[config.mk]
export PLATFORM = sky130hd
export DESIGN_NAME = paddle_btn_conditioner
export DESIGN_NICKNAME = d
export VERILOG_FILES = /design/src/rtl/breakout_pkg.sv /design/src/rtl/btn_channel.sv /design/src/rtl/paddle_btn_conditioner.sv
export SDC_FILE = /design/constraint.sdc
export NUM_CORES = 1
export LEC_CHECK = 0
export ABC_AREA = 0
export BUFFER_PORTS_ARGS = -buffer_cell sky130_fd_sc_hd__buf_2
export CAP_MARGIN = 15
export CORE_AREA = 2 2 100 102
export DETAILED_ROUTE_END_ITERATION = 10
export DIE_AREA = 0 0 102 104
export GPL_ROUTABILITY_DRIVEN = 0
export SYNTH_ARGS = -nofsm -noshare
export SYNTH_HDL_FRONTEND = slang
export SYNTH_SLANG_ARGS = --single-unit
export TNS_END_PERCENT = 5
[constraint.sdc]
create_clock -name clk -period 1.7 [get_ports clk]
set_input_delay 0.425 -clock clk [delete_from_list [all_inputs] [get_ports clk]]
set_output_delay 0.425 -clock clk [all_outputs]
set_load 0.005 [all_outputs]
[src/rtl/breakout_pkg.sv]
// Shared definitions for the breakout game input path: repeat FSM states
// and the default timing constants for the paddle button conditioner.
package breakout_pkg;

    // Auto-repeat state of one button channel
    typedef enum logic [1:0] {
        IDLE   = 2'd0,
        DELAY  = 2'd1,
        REPEAT = 2'd2
    } rpt_state_e;

    // 10 ms of debounce at a 50 MHz system clock
    localparam int DEFAULT_DEBOUNCE_CYCLES = 500000;
    // Frames from the first move pulse to the first auto-repeat pulse
    localparam int DEFAULT_REPEAT_DELAY    = 12;
    // Frames between consecutive auto-repeat pulses
    localparam int DEFAULT_REPEAT_PERIOD   = 2;

    // Larger of two integers, used to size the shared frame-tick counter
    function automatic int max_int(input int a, input int b);
        return (a > b) ? a : b;
    endfunction

endpackage

[src/rtl/btn_channel.sv]
// One pushbutton channel: 2-flop synchronizer, counting debouncer and the
// IDLE/DELAY/REPEAT auto-repeat FSM that emits one-clk move pulses.
module btn_channel
    import breakout_pkg::*;
#(
    parameter int DEBOUNCE_CYCLES = DEFAULT_DEBOUNCE_CYCLES,
    parameter int REPEAT_DELAY    = DEFAULT_REPEAT_DELAY,
    parameter int REPEAT_PERIOD   = DEFAULT_REPEAT_PERIOD
) (
    input  logic clk,
    input  logic reset,
    input  logic raw_i,
    input  logic frame_tick_i,
    output logic stable_o,
    output logic move_o
);

    localparam int DEB_W  = $clog2(DEBOUNCE_CYCLES + 1);
    localparam int TICK_W = $clog2(max_int(REPEAT_DELAY, REPEAT_PERIOD) + 1);

    localparam logic [DEB_W-1:0]  DEB_LAST     = DEB_W'(DEBOUNCE_CYCLES - 1);
    localparam logic [DEB_W-1:0]  DEB_ONE      = DEB_W'(1);
    localparam logic [TICK_W-1:0] TICK_ONE     = TICK_W'(1);
    localparam logic [TICK_W-1:0] DELAY_COUNT  = TICK_W'(REPEAT_DELAY);
    localparam logic [TICK_W-1:0] PERIOD_COUNT = TICK_W'(REPEAT_PERIOD);

    logic [1:0]        sync_q;
    logic              synced;
    logic [DEB_W-1:0]  deb_cnt_q, deb_cnt_d;
    logic              stable_q, stable_d;
    rpt_state_e        state_q, state_d;
    logic [TICK_W-1:0] tick_cnt_q, tick_cnt_d;
    logic [TICK_W-1:0] tick_inc;
    logic              move_q, move_d;

    assign synced   = sync_q[1];
    assign stable_o = stable_q;
    assign move_o   = move_q;

    // Bring the asynchronous button into the clk domain
    always_ff @(posedge clk) begin
        if (reset) begin
            sync_q <= 2'b00;
        end else begin
            sync_q <= {sync_q[0], raw_i};
        end
    end

    // Count consecutive cycles the synchronized input disagrees with the
    // stable level; flip the level once the full debounce window is reached
    always_comb begin
        deb_cnt_d = deb_cnt_q;
        stable_d  = stable_q;
        if (synced == stable_q) begin
            deb_cnt_d = '0;
        end else if (deb_cnt_q == DEB_LAST) begin
            stable_d  = ~stable_q;
            deb_cnt_d = '0;
        end else begin
            deb_cnt_d = deb_cnt_q + DEB_ONE;
        end
    end

    // Debouncer state registers
    always_ff @(posedge clk) begin
        if (reset) begin
            deb_cnt_q <= '0;
            stable_q  <= 1'b0;
        end else begin
            deb_cnt_q <= deb_cnt_d;
            stable_q  <= stable_d;
        end
    end

    // Auto-repeat next state; a released button wins over any frame tick
    always_comb begin
        state_d    = state_q;
        tick_cnt_d = tick_cnt_q;
        move_d     = 1'b0;
        tick_inc   = tick_cnt_q + TICK_ONE;
        case (state_q)
            IDLE: begin
                if (stable_q) begin
                    move_d     = 1'b1;
                    tick_cnt_d = '0;
                    state_d    = DELAY;
                end
            end
            DELAY: begin
                if (frame_tick_i) begin
                    if (tick_inc == DELAY_COUNT) begin
                        move_d     = 1'b1;
                        tick_cnt_d = '0;
                        state_d    = REPEAT;
                    end else begin
                        tick_cnt_d = tick_inc;
                    end
                end
            end
            REPEAT: begin
                if (frame_tick_i) begin
                    if (tick_inc == PERIOD_COUNT) begin
                        move_d     = 1'b1;
                        tick_cnt_d = '0;
                    end else begin
                        tick_cnt_d = tick_inc;
                    end
                end
            end
            default: begin
                state_d    = IDLE;
                tick_cnt_d = '0;
            end
        endcase
        if (!stable_q) begin
            state_d    = IDLE;
            tick_cnt_d = '0;
            move_d     = 1'b0;
        end
    end

    // Auto-repeat state, tick counter and registered move pulse
    always_ff @(posedge clk) begin
        if (reset) begin
            state_q    <= IDLE;
            tick_cnt_q <= '0;
            move_q     <= 1'b0;
        end else begin
            state_q    <= state_d;
            tick_cnt_q <= tick_cnt_d;
            move_q     <= move_d;
        end
    end

endmodule

[src/rtl/paddle_btn_conditioner.sv]
// Paddle button conditioner: two debounced auto-repeat channels whose move
// pulses are arbitrated so only one direction is ever presented at a time.
module paddle_btn_conditioner
    import breakout_pkg::*;
#(
    parameter int DEBOUNCE_CYCLES = DEFAULT_DEBOUNCE_CYCLES,
    parameter int REPEAT_DELAY    = DEFAULT_REPEAT_DELAY,
    parameter int REPEAT_PERIOD   = DEFAULT_REPEAT_PERIOD
) (
    input  logic clk,
    input  logic reset,
    input  logic raw_left,
    input  logic raw_right,
    input  logic frame_tick,
    output logic btn_left,
    output logic btn_right,
    output logic stable_left,
    output logic stable_right
);

    logic move_left, move_right;
    logic btn_left_q, btn_left_d;
    logic btn_right_q, btn_right_d;

    btn_channel #(
        .DEBOUNCE_CYCLES(DEBOUNCE_CYCLES),
        .REPEAT_DELAY   (REPEAT_DELAY),
        .REPEAT_PERIOD  (REPEAT_PERIOD)
    ) u_left (
        .clk         (clk),
        .reset       (reset),
        .raw_i       (raw_left),
        .frame_tick_i(frame_tick),
        .stable_o    (stable_left),
        .move_o      (move_left)
    );

    btn_channel #(
        .DEBOUNCE_CYCLES(DEBOUNCE_CYCLES),
        .REPEAT_DELAY   (REPEAT_DELAY),
        .REPEAT_PERIOD  (REPEAT_PERIOD)
    ) u_right (
        .clk         (clk),
        .reset       (reset),
        .raw_i       (raw_right),
        .frame_tick_i(frame_tick),
        .stable_o    (stable_right),
        .move_o      (move_right)
    );

    // A move passes only while the opposite button is released; the extra
    // terms keep the outputs exclusive and never back-to-back even when a
    // level drops in the same cycle as the other channel's pulse
    always_comb begin
        btn_left_d  = move_left & ~stable_right & ~btn_left_q & ~btn_right_q;
        btn_right_d = move_right & ~stable_left & ~btn_left_q & ~btn_right_q
                      & ~btn_left_d;
    end

    // Registered move outputs toward the paddle
    always_ff @(posedge clk) begin
        if (reset) begin
            btn_left_q  <= 1'b0;
            btn_right_q <= 1'b0;
        end else begin
            btn_left_q  <= btn_left_d;
            btn_right_q <= btn_right_d;
        end
    end

    assign btn_left  = btn_left_q;
    assign btn_right = btn_right_q;

endmodule

# Yosys cells after proc, flatten, opt, wreduce, memory -nomap -nowiden
# Index checks and enable logic that the tools add are counted.
dict set report totals {
  reg_bits 60
  input_bits 5
  output_inout_bits 4
  wordCells 90
}
dict set report classes {
  n_addsub 4
  eq_ne 18
  mux 26
  bitwise_logic 16
  reduce_logical 12
}
# op count
set ops {}
lappend ops {{$add 19x1->19 const B} 2}
lappend ops {{$eq 19x19->1 const B} 2}
lappend ops {{$mux 4} 8}
lappend ops {{$pmux 4 s2} 2}
lappend ops {{$pmux 2 s3} 2}
lappend ops {{$not 1->1} 9}
lappend ops {{$add 4x1->4 const B} 2}
lappend ops {{$eq 4x2->1 const B} 2}
lappend ops {{$eq 4x4->1 const B} 2}
lappend ops {{$mux 1} 8}
lappend ops {{$mux 2} 4}
lappend ops {{$ne 2x2->1 const B} 4}
lappend ops {{$reduce_and 2->1} 4}
lappend ops {{$and 1x1->1} 7}
lappend ops {{$pmux 1 s3} 2}
lappend ops {{$reduce_and 3->1} 2}
lappend ops {{$reduce_or 3->1} 2}
lappend ops {{$eq 2x1->1 const B} 2}
lappend ops {{$eq 2x2->1 const B} 2}
lappend ops {{$logic_not 2->1} 2}
lappend ops {{$ne 2x1->1 const B} 2}
lappend ops {{$reduce_or 2->1} 2}
lappend ops {{$eq 1x1->1} 2}

# Logic depth before layout (Yosys ltp)
# Gate-level depths: netlist of run 1.
dict set report depth {
  word_depth 6
  depth_mapped 8
  depth_no_buf 7
}

# Cells and area by module
# From an unflattened synthesis of run 1, not the netlist that was laid out.
dict set report unflattened {
  cells_unflattened 342
  hier_area_um2 2977.9
}
# module n_inst cells_each area_each_um2 seq_area_each_um2
set modules_own_cells {}
lappend modules_own_cells {{btn_channel (u_right)} 1 171 1482.7 580.6}
lappend modules_own_cells {{btn_channel (u_left)} 1 165 1422.6 580.6}
lappend modules_own_cells {paddle_btn_conditioner 1 6 72.6 40.0}

# Least setup slack after synthesis of run 1
# Ideal clock, no wire load.
dict set report synth_path {
  path_kind {register to register}
  start {reg u_left.tick_cnt_q[0]}
  end {reg u_left.tick_cnt_q[1]}
  setup_ns 0.087
  arrival_ns 1.475
  required_time_ns 1.613
  setup_slack_ns 0.138
  path_stages_with_launch 7
  n_path_buf 0
  synth_period_minus_slack_ns 1.562
  cell_sequence {dfxtp_1 ha_1 or2b_2 o21ai_2 a311oi_1 a21oi_1 o31ai_1}
}
dict set report synth_via {
  elab_chain_cells 5
  word_cells_on_any_way 8
  cone_classes {add/sub: 1; eq/ne: 2; mux: 5}
}
# item line
set synth_lines {}
lappend synth_lines {{start, declared} btn_channel.sv:32} ;# logic [TICK_W-1:0] tick_cnt_q, tick_cnt_d;
lappend synth_lines {{start signal, assigned} btn_channel.sv:130} ;# tick_cnt_q <= tick_cnt_d;
lappend synth_lines {{$add 4x1->4 (*)} btn_channel.sv:80} ;# tick_inc = tick_cnt_q + TICK_ONE;
lappend synth_lines {{$eq 4x2->1 / $eq 4x4->1 (equally long branches)} {btn_channel.sv:102, btn_channel.sv:91}}
lappend synth_lines {{$mux 4, on equally long branches} {btn_channel.sv:102, btn_channel.sv:91}}
lappend synth_lines {{$mux 4, on equally long branches} {btn_channel.sv:101, btn_channel.sv:90}}
lappend synth_lines {{$pmux 4 s2 (*)} btn_channel.sv:81} ;# case (state_q)
# Every way passes the cells marked *; elsewhere a longest branch is shown, timed or not. The select of a mux whose other input is x is not followed.
# A chain may end at the register's enable or synchronous reset.

# Final worst setup path of run 1
dict set report layout_path {
  start {reg u_left.tick_cnt_q[1]}
  end {reg u_left.tick_cnt_q[2]}
}
# The elaborated chain is that of the path after synthesis.

==> results.json, run 1 <==
{
  "ys.flop_type": "dfxtp_1",
  "postRouteAntennaNets": 0,
  "grt_pass1_vias": 2334,
  "wl_met3_um": 186,
  "htree_levels": 3,
  "r2r-start": "u_left.tick_cnt_q[1]",
  "power_density_mw_per_mm2": 718,
  "critical_path.cell_chain": "buf_4 > ha_2 > and3b_2 > a41o_1 > a31oi_4 > nand4_1 > o31ai_2",
  "grt_max_degree": 18,
  "r2r_slack_ps": 40,
  "ys_seq_elements": 60,
  "holdPathEnd": "u_right.sync_q[0]",
  "fmax_mhz": 602,
  "hold_violations": 0,
  "multiInputGateArea_sq_mm": 0.00183,
  "seqPwrFrac": 0.549,
  "synth-seq-area-share": 0.389,
  "cp_max_fo": 5,
  "netlist_instances": 347,
  "routed-wl-met2_mm": 2.69,
  "die_width_um": 102,
  "nets": 394,
  "crit_required_ps": 1940,
  "max_stage_delay_ps": 330,
  "fin_crit_ps": 1660,
  "routedWlPerCell_um": 11.4,
  "synth_edf_count": 0,
  "post-route-period-util": 0.977,
  "p_sw_frac": 0.213,
  "vias": 2398,
  "first_pass_iters": 4,
  "slowest_stage": "dfxtp_2",
  "cts_buffers": 9,
  "grt_first_pass_wirelength_mm": 10.1,
  "rr_worst_depth": 7,
  "worst_hold_path_type": "input port to flop",
  "cts_tree": "yes",
  "ir_drop_v": 0.000381,
  "crit_arrival_ps": 1900,
  "end_kind": "flop",
  "fp.dieH_um": 104,
  "synth_top_area_cell": "dfxtp_1",
  "synth_area_leaders": "dfxtp_1 39%, xor2_1 7.4%, nor2_1 6.8%",
  "tns_ps": 0,
  "mostFrequentLayoutCells": "57 x dfxtp_1, 56 x nor2_1, 26 x xor2_1, 23 x nand2_1, 22 x nand3_1",
  "path_clk_slew_ps": 60,
  "final_layout_size_suffix_gt1_frac": 0.186,
  "relSlewSlack": 0.678,
  "maxCapViolCount": 0,
  "drc_errors": 0,
  "cts_sinks": 60,
  "finalSetupViolCount": 0,
  "start_kind": "flop",
  "diodes": 0,
  "place_area_sq_mm": 0.00333,
  "initial_core_util": 0.323,
  "place.detailed.hpwl_mm": 4.08,
  "postSynth.asyncResetShare": 0,
  "synth_top_area_frac": 0.389,
  "area_delta_synth_final_pct": 16.3,
  "ctsLongestPathBuffers": 2,
  "stdcell_area_sq_mm": 0.00359,
  "finClkSkew_ps": 8.55,
  "wl_met1_mm": 2.84,
  "dr.first_iter.drc_count": 49,
  "layout_commonest_cell": "dfxtp_1",
  "viasPerCell": 4.70,
  "rsz0062_at_grt": "yes",
  "dieArea_sq_mm": 0.0106,
  "cts_hold_buf": 0,
  "syn_area_sq_mm": 0.00309,
  "grt_overflow": 0,
  "p_leak_nw": 1.27,
  "clk_latency_ps": 330,
  "core_sq_mm": 0.00955,
  "wl_mm": 5.81,
  "top_layer": "met4",
  "power_frac_comb": 0.016,
  "crit_type": "flop to flop",
  "n_fill_cell": 999,
  "clock-root-buffer": "clkbuf_8",
  "internal_power_mw": 2.03,
  "seq_area_sq_mm": 0.00120,
  "yosysWarningCount": 0,
  "regToRegEndpoint": "u_left.tick_cnt_q[2]",
  "tightest_slew_ps": 477,
  "synth_cell_type_count": 56,
  "avgSynthCellArea_sq_um": 8.89,
  "io_buffers": 8,
  "p_sw_mw": 0.549,
  "grt_usage": 0.116,
  "hold_depth": 2,
  "std_cell_rows": 36,
  "clockPowerShare": 0.435,
  "ioPinCount": 9,
  "slew_violations": 0,
  "hold_start": "raw_right",
  "status": "completed",
  "antenna_found_initial": 0,
  "synth_nets": 368
}
==> timing repair <==
item,CTS,global route
endpoints found under the setup margin,7,49
hold endpoints to repair,0,0
buffers inserted,0,2
resized for setup,2,15
pin swaps,0,7
==> stage by stage <==
step	setup slack, ps	cells	power, mW	utilization	hold slack (ps)
3_5_place_dp	-37.3	493	1.49	0.349	436
3_3_place_gp	24.5	493	1.49	0.349	433
4_1_cts	2.98	508	2.62	0.368	295
6_report	39.9	510	2.58	0.376	305
5_1_grt	-78.1	510	2.68	0.376	295
2_1_floorplan	138	347	1.47	-	414
==> routing by layer <==
| layer | vias up | track usage |
|---|---|---|
| li1 | 1249 | - |
| met3 | 8 | 0.0390 |
| met2 | 33 | 0.183 |
| met4 | 0 | 0.0419 |
| met5 | - | 0 |
| met1 | 1108 | 0.147 |
==> cells in the mapped netlist, drive strengths merged, types with 2 or more instances <==
cell type	n
o21ai	11
mux2i	4
nand2	23
inv	17
nand3	23
o31ai	4
nor4bb	2
or2b	2
a211oi	3
nor2	57
nand4	9
o211a	2
or2	4
nor4b	3
nand2b	8
a21oi	3
and4	4
a311oi	2
and2b	2
o22ai	3
nor4	7
xor2	26
dfxtp	60
xnor2	10
and3	7
nor3	7
a31oi	6
nor2b	5
buf	6
ha	16
==> power groups by stage <==
stage / clock network, mW / logic (mW) / registers [mW]
finish: 1.12 / 0.0403 / 1.41
global route: 1.22 / 0.0457 / 1.41
CTS: 1.16 / 0.0408 / 1.41
detailed placement: 0 / 0.0405 / 1.45
global placement: 0 / 0.0408 / 1.45
floorplan: 0 / 0.0265 / 1.45
==> worst max-delay path, delay by kind of cell, from the launching register on <==
kind	cells	cell delay, ps
AO/OA/AOI/OAI	3	520
AND/OR/NAND/NOR	2	390
flip-flops	1	330
adder cells (fa/ha/maj)	1	190
buffers and inverters	1	140
==> registers in the layout (all words and copies together) (netlist names), 2 cells and up <==
name                count
u_left.deb_cnt_q       19
u_left.state_q          2
u_left.sync_q           2
u_left.tick_cnt_q       4
u_right.deb_cnt_q      19
u_right.state_q         2
u_right.sync_q          2
u_right.tick_cnt_q      4
==> kinds of logic (layout without fill, tap and decap cells) <==
| group | Yosys count | in the layout | share of synthesized area |
|---|---|---|---|
| AND/OR/NAND/NOR | 168 | 168 | 0.300 |
| AO/OA/AOI/OAI | 39 | 39 | 0.0908 |
| flip-flops | 60 | 60 | 0.389 |
| buffers and inverters | 24 | 54 | 0.0401 |
| XOR/XNOR | 36 | 36 | 0.102 |
| adder cells (fa/ha/maj) | 16 | 16 | 0.0649 |
| multiplexers | 4 | 4 | 0.0130 |
==> layout make-up <==
class | instances | share of cell area
Multi-Input combinational cell | 263 | 0.509
Sequential cell | 60 | 0.336
Tap cell | 133 | 0.0464
Clock buffer | 13 | 0.0443
Timing Repair Buffer | 22 | 0.0439
Inverter | 17 | 0.0178
Clock inverter | 2 | 0.00279
==> worst max path at each step <==
stage / slack, ps / cells past startpoint / from / end
3_3_place_gp: 20 / 6 / u_left.tick_cnt_q[0] / u_left.tick_cnt_q[1]
2_1_floorplan: 140 / 6 / u_left.tick_cnt_q[0] / u_left.tick_cnt_q[1]
4_1_cts: 3 / 5 / u_right.tick_cnt_q[0] / u_right.tick_cnt_q[3]
6_report: 40 / 7 / u_left.tick_cnt_q[1] / u_left.tick_cnt_q[2]
3_5_place_dp: -40 / 5 / u_right.tick_cnt_q[0] / u_right.tick_cnt_q[3]
5_1_grt: -80 / 7 / u_left.tick_cnt_q[1] / u_left.tick_cnt_q[2]
(Power assumes the default switching activity.)
==> run 2: changes to the inputs <==
Settings changed: SLEW_MARGIN set to 20.
Clock period 1.7 ns to 1.77 ns, I/O delays scaled along.
==> run 2 against run 1 <==
  * Critical path depth down 2
  * Fmax down 1.6%
  * Non-clock buffer count down 6
  * Core utilization down 0.64 points
  * Routed wire length up 4.2%
  * Worst hold slack better by 30 ps
  * Final cell count down 1.2%
  * Sequential power down 4%
  * Largest cell class unchanged
  * Global-route usage up 0.38 points
  * Die area unchanged
==> results.json, run 2 (synthesis results as in run 1) <==
{
  "cts_sinks": 60,
  "critical_path.cell_chain": "ha_1 > nor4b_1 > a311oi_2 > a21oi_1 > o31ai_1",
  "grt_overflow": 0,
  "final_layout_size_suffix_gt1_frac": 0.159,
  "worst_hold_path_type": "input port to flop",
  "cts_tree": "yes",
  "hold_depth": 2,
  "r2r-start": "u_left.tick_cnt_q[1]",
  "status": "completed",
  "internal_power_mw": 1.94,
  "fmax_mhz": 593,
  "dr.first_iter.drc_count": 79,
  "die_width_um": 102,
  "post-route-period-util": 0.953,
  "ctsLongestPathBuffers": 2,
  "place_area_sq_mm": 0.00330,
  "path_clk_slew_ps": 70,
  "top_usage_layer": "met2",
  "crit_arrival_ps": 1910,
  "drc_errors": 0,
  "layout_commonest_cell": "dfxtp_1",
  "core_sq_mm": 0.00955,
  "first_pass_iters": 4,
  "setup_slack_ps": 83.7,
  "tns_ps": 0,
  "ctsResizeCount": 1,
  "slew_violations": 0,
  "use_met1": 0.151,
  "grtUsageMet2": 0.196,
  "p_leak_nw": 1.24,
  "clock-root-buffer": "clkbuf_8",
  "start_kind": "flop",
  "p_sw_mw": 0.536,
  "power_frac_comb": 0.015,
  "std_cell_rows": 36,
  "stdcell_area_sq_mm": 0.00353,
  "max_stage_delay_ps": 470,
  "relSlewSlack": 0.644,
  "mostFrequentLayoutCells": "58 x dfxtp_1, 56 x nor2_1, 26 x xor2_1, 23 x nand2_1, 22 x nand3_1",
  "htree_levels": 3,
  "dp_slack_ps": -8.10,
  "cts_setup_buffers": 0,
  "multiInputGateArea_sq_mm": 0.00181,
  "initial_core_util": 0.323,
  "place.detailed.hpwl_mm": 4.15,
  "n_fill_cell": 1028,
  "grt_use_met3": 0.0363,
  "finClkSkew_ps": 10.2,
  "clk_latency_ps": 330,
  "cts_buffers": 9,
  "antenna_found_initial": 0,
  "postRouteAntennaNets": 0,
  "r2r_slack_ps": 80,
  "seq_area_sq_mm": 0.00120,
  "p_sw_frac": 0.216,
  "maxCapViolCount": 0,
  "tightest_slew_ps": 527,
  "cp_max_fo": 6,
  "area_delta_synth_final_pct": 14.3,
  "rr_worst_depth": 5,
  "power_density_mw_per_mm2": 703,
  "dieArea_sq_mm": 0.0106,
  "setup.worst_path.end": "u_left.tick_cnt_q[1]",
  "crit_required_ps": 1990,
  "reg.largest.list": "u_left.deb_cnt_q x19, u_right.deb_cnt_q x19",
  "grt_pass1_vias": 2342,
  "hold_start": "raw_right",
  "routedWlPerCell_um": 12.0,
  "regToRegEndpoint": "u_left.tick_cnt_q[1]",
  "cts_hold_buf": 0,
  "ir_drop_v": 0.000342,
  "clockPowerShare": 0.438,
  "seqPwrFrac": 0.548,
  "wl_mm": 6.05,
  "viasPerCell": 4.83,
  "ioPinCount": 9,
  "io_buffers": 8,
  "nets": 388,
  "end_kind": "flop",
  "fp.dieH_um": 104,
  "slowest_stage": "nor4b_1",
  "diodes": 0,
  "hold_violations": 0,
  "grt_usage": 0.120,
  "critPathLaunch": "u_left.tick_cnt_q[1]",
  "finalSetupViolCount": 0,
  "grt_max_degree": 18,
  "vias": 2432,
  "fin_crit_ps": 1690,
  "grt_first_pass_wirelength_mm": 10.4,
  "crit_type": "flop to flop"
}
[run 2: worst max-delay path: cells and delay by family, from the launching register on]
kind,cells,cell delay [ps]
AO/OA/AOI/OAI,3,400
adder cells (fa/ha/maj),1,270
flip-flops,1,430
AND/OR/NAND/NOR,1,470
[run 2: worst min-delay path by stage]
stage,end,slack (ps)
3_5_place_dp,u_right.sync_q[1],430
6_report,u_right.sync_q[0],340
2_1_floorplan,u_left.sync_q[1],410
4_1_cts,u_right.sync_q[0],320
3_3_place_gp,u_right.sync_q[1],430
5_1_grt,u_right.sync_q[0],360
[run 2: per-layer routing]
metal	vias up	share of wire
li1	1237	-
met1	1147	0.47
met2	42	0.48
met3	6	0.032
met4	0	0.012
met5	-	0
[run 2: cell type report]
cell class | count | share of cell area
flip-flops and latches | 60 | 0.341
multi-input cells | 263 | 0.514
inverters | 17 | 0.0181
clock buffers | 13 | 0.0451
well taps | 133 | 0.0472
clock inverters | 2 | 0.00284
repair buffers | 16 | 0.0319
[run 2: stage by stage]
step / utilization / cells / total power [mW] / hold WS, ps
6_report: 0.369 / 504 / 2.48 / 336
5_1_grt: 0.369 / 504 / 2.59 / 363
4_1_cts: 0.364 / 504 / 2.52 / 321
3_5_place_dp: 0.346 / 489 / 1.43 / 430
3_3_place_gp: 0.346 / 489 / 1.43 / 431
2_1_floorplan: - / 347 / 1.41 / 414
[run 2: power by group through the flow]
stage | Clock (mW) | Sequential (mW) | Combinational [mW]
finish | 1.09 | 1.36 | 0.0364
floorplan | 0 | 1.39 | 0.0255
CTS | 1.13 | 1.36 | 0.0370
global route | 1.19 | 1.36 | 0.0411
detailed placement | 0 | 1.39 | 0.0367
global placement | 0 | 1.39 | 0.0363
==> run 3: changes to the inputs <==
Settings changed: ABC_AREA 0 to 1, CORE_AREA 2 2 100 102 to 2 2 104 106, DIE_AREA 0 0 102 104 to 0 0 106 108.
==> run 3 against run 2 <==
  * Worst hold slack got worse by 16 ps
  * Clock power rose by 16%
  * Largest cell class unchanged
  * First-iteration DRC count rose by 72%
==> results.json, run 3 <==
{
  "ioPinCount": 9,
  "power_density_mw_per_mm2": 712,
  "start_kind": "flop",
  "syn_area_sq_mm": 0.00332,
  "tns_ps": 0,
  "synth_area_leaders": "dfxtp_1 36%, nand2_1 13%, inv_1 8.1%",
  "clockPowerShare": 0.475,
  "antenna_found_initial": 0,
  "layout_commonest_cell": "nand2_1",
  "grt_pass1_vias": 2765,
  "clk_latency_ps": 330,
  "n_fill_cell": 1075,
  "synth_most_common_cell": "nand2_1",
  "post-route-util": 0.363,
  "post-route-period-util": 0.875,
  "htree_levels": 3,
  "maxCapViolCount": 0,
  "postSynth.asyncResetShare": 0,
  "wl_mm": 6.57,
  "p_sw_mw": 0.522,
  "synth_edf_count": 0,
  "cts_tree": "yes",
  "clock-root-buffer": "clkbuf_8",
  "avgSynthCellArea_sq_um": 6.99,
  "synth_top_area_frac": 0.362,
  "reg.largest.list": "u_left.deb_cnt_q x19, u_right.deb_cnt_q x19",
  "p_leak_nw": 1.32,
  "ir_drop_v": 0.000395,
  "power_mw": 2.65,
  "yosysWarningCount": 0,
  "die_width_um": 106,
  "seqPwrFrac": 0.513,
  "status": "completed",
  "first_pass_iters": 4,
  "path_clk_slew_ps": 60,
  "core_sq_mm": 0.0102,
  "worst_hold_path_type": "input port to flop",
  "fmax_mhz": 645,
  "cts_hold_buf": 0,
  "dr.first_iter.drc_count": 136,
  "internal_power_mw": 2.13,
  "ctsResizeCount": 0,
  "vias": 2922,
  "crit_type": "flop to flop",
  "finClkSkew_ps": 8.09,
  "grt_overflow": 0,
  "drc_errors": 0,
  "mostFrequentLayoutCells": "111 x nand2_1, 72 x inv_1, 59 x dfxtp_1, 50 x nor2_1, 28 x nand3_1",
  "synth-seq-area-share": 0.362,
  "power_frac_comb": 0.012,
  "area_delta_synth_final_pct": 12.0,
  "tightest_slew_ps": 448,
  "fin_crit_ps": 1550,
  "cts_setup_buffers": 0,
  "diodes": 0,
  "rsz0062_at_grt": "no",
  "end_kind": "flop",
  "initial_core_util": 0.324,
  "synthTopCellsByCount": "111 x nand2_1, 72 x inv_1, 60 x dfxtp_1",
  "relSlewSlack": 0.699,
  "grt_use_met3": 0.0205,
  "ctsLongestPathBuffers": 2,
  "final_layout_size_suffix_gt1_frac": 0.142,
  "slew_violations": 0,
  "netlist_instances": 475,
  "cts_sinks": 60,
  "nets": 516,
  "p_sw_frac": 0.197,
  "synth_top_area_cell": "dfxtp_1",
  "top_usage_layer": "met2",
  "hold_violations": 0,
  "fp.dieH_um": 108,
  "ys_seq_elements": 60,
  "crit_required_ps": 1980,
  "std_cell_rows": 37,
  "cp_max_fo": 17,
  "viasPerCell": 4.60,
  "cts_buffers": 9,
  "ys.flop_type": "dfxtp_1",
  "postRouteAntennaNets": 0,
  "finalSetupViolCount": 0,
  "grt_usage": 0.124,
  "crit_arrival_ps": 1760,
  "dieArea_sq_mm": 0.0114,
  "synth_cell_type_count": 30,
  "grt_first_pass_wirelength_mm": 11.7,
  "grt_max_degree": 20,
  "routedWlPerCell_um": 10.3,
  "io_buffers": 8,
  "use_met1": 0.155,
  "synth_nets": 496,
  "grtUsageMet2": 0.210,
  "place.detailed.hpwl_mm": 5.04
}
==> run 3: cell count changes after synthesis, moves of 10 or more <==
cell and delta:
nor2_2 +10, xor2_1 -22, a21oi_2 +10, inv_1 +55, nand2_1 +88, nor3_1 +16, o21ai_0 +12, a21oi_1 +20
==> run 3: power by group through the flow <==
stage | clock, mW | sequential, mW | combinational (mW)
2_1_floorplan | 0 | 1.39 | 0.0255
3_3_place_gp | 0 | 1.39 | 0.0326
3_5_place_dp | 0 | 1.39 | 0.0328
4_1_cts | 1.30 | 1.36 | 0.0329
5_1_grt | 1.36 | 1.36 | 0.0374
6_report | 1.26 | 1.36 | 0.0323
==> run 3: cell type report <==
type                       instances  area (sq um)  share of cell area
inverter                          76           285              0.0767
timing repair buffer              12          70.1              0.0188
sequential                        60          1200               0.323
multi-input combinational        336          1790               0.481
clock inverter                     1          30.0             0.00808
clock buffer                      14           173              0.0464
tap                              136           170              0.0458
==> run 3: routing by layer <==
metal,vias up,share of wire
li1,1553,-
met1,1320,0.50
met2,38,0.45
met3,11,0.025
met4,0,0.021
met5,-,0
==> run 3: cell families (layout without fill, tap and decap cells) <==
kind of cell | after synthesis | in the layout | share of synthesized area
DFF | 60 | 60 | 0.362
buffers and inverters | 79 | 103 | 0.0995
and+or+nand+nor | 260 | 260 | 0.369
AOI/OAI and AO/OA | 54 | 54 | 0.0931
xor gates and xnor gates | 6 | 6 | 0.0158
adders and majority gates | 16 | 16 | 0.0603
==> run 3: through the flow <==
stage,setup WS [ps],std cells,cell area (sq um),hold slack (ps)
2_1_floorplan,305,475,3320,388
3_3_place_gp,289,620,3510,394
3_5_place_dp,225,620,3510,392
4_1_cts,214,635,3720,312
5_1_grt,44.5,635,3720,318
6_report,221,635,3720,319
==> run 3: worst paths after layout <==
check | from | cells after the start | slack, ps | endpoint
worst max-delay path | u_left.deb_cnt_q[1] | 6 | 220 | u_left.deb_cnt_q[16]
worst min-delay path | raw_left | 3 | 320 | u_left.sync_q[0]
worst max register to register | u_left.deb_cnt_q[1] | 6 | 220 | u_left.deb_cnt_q[16]
worst min register to register | u_left.sync_q[0] | 2 | 400 | u_left.sync_q[1]
==> run 3: critical path, cell delays in order, from the launching register on <==
cell and delay, ps:
dfxtp_1 370, ha_1 240, nand3_1 180, nor2_1 170, nand3_2 150, nand2_4 250
nor2_1 80
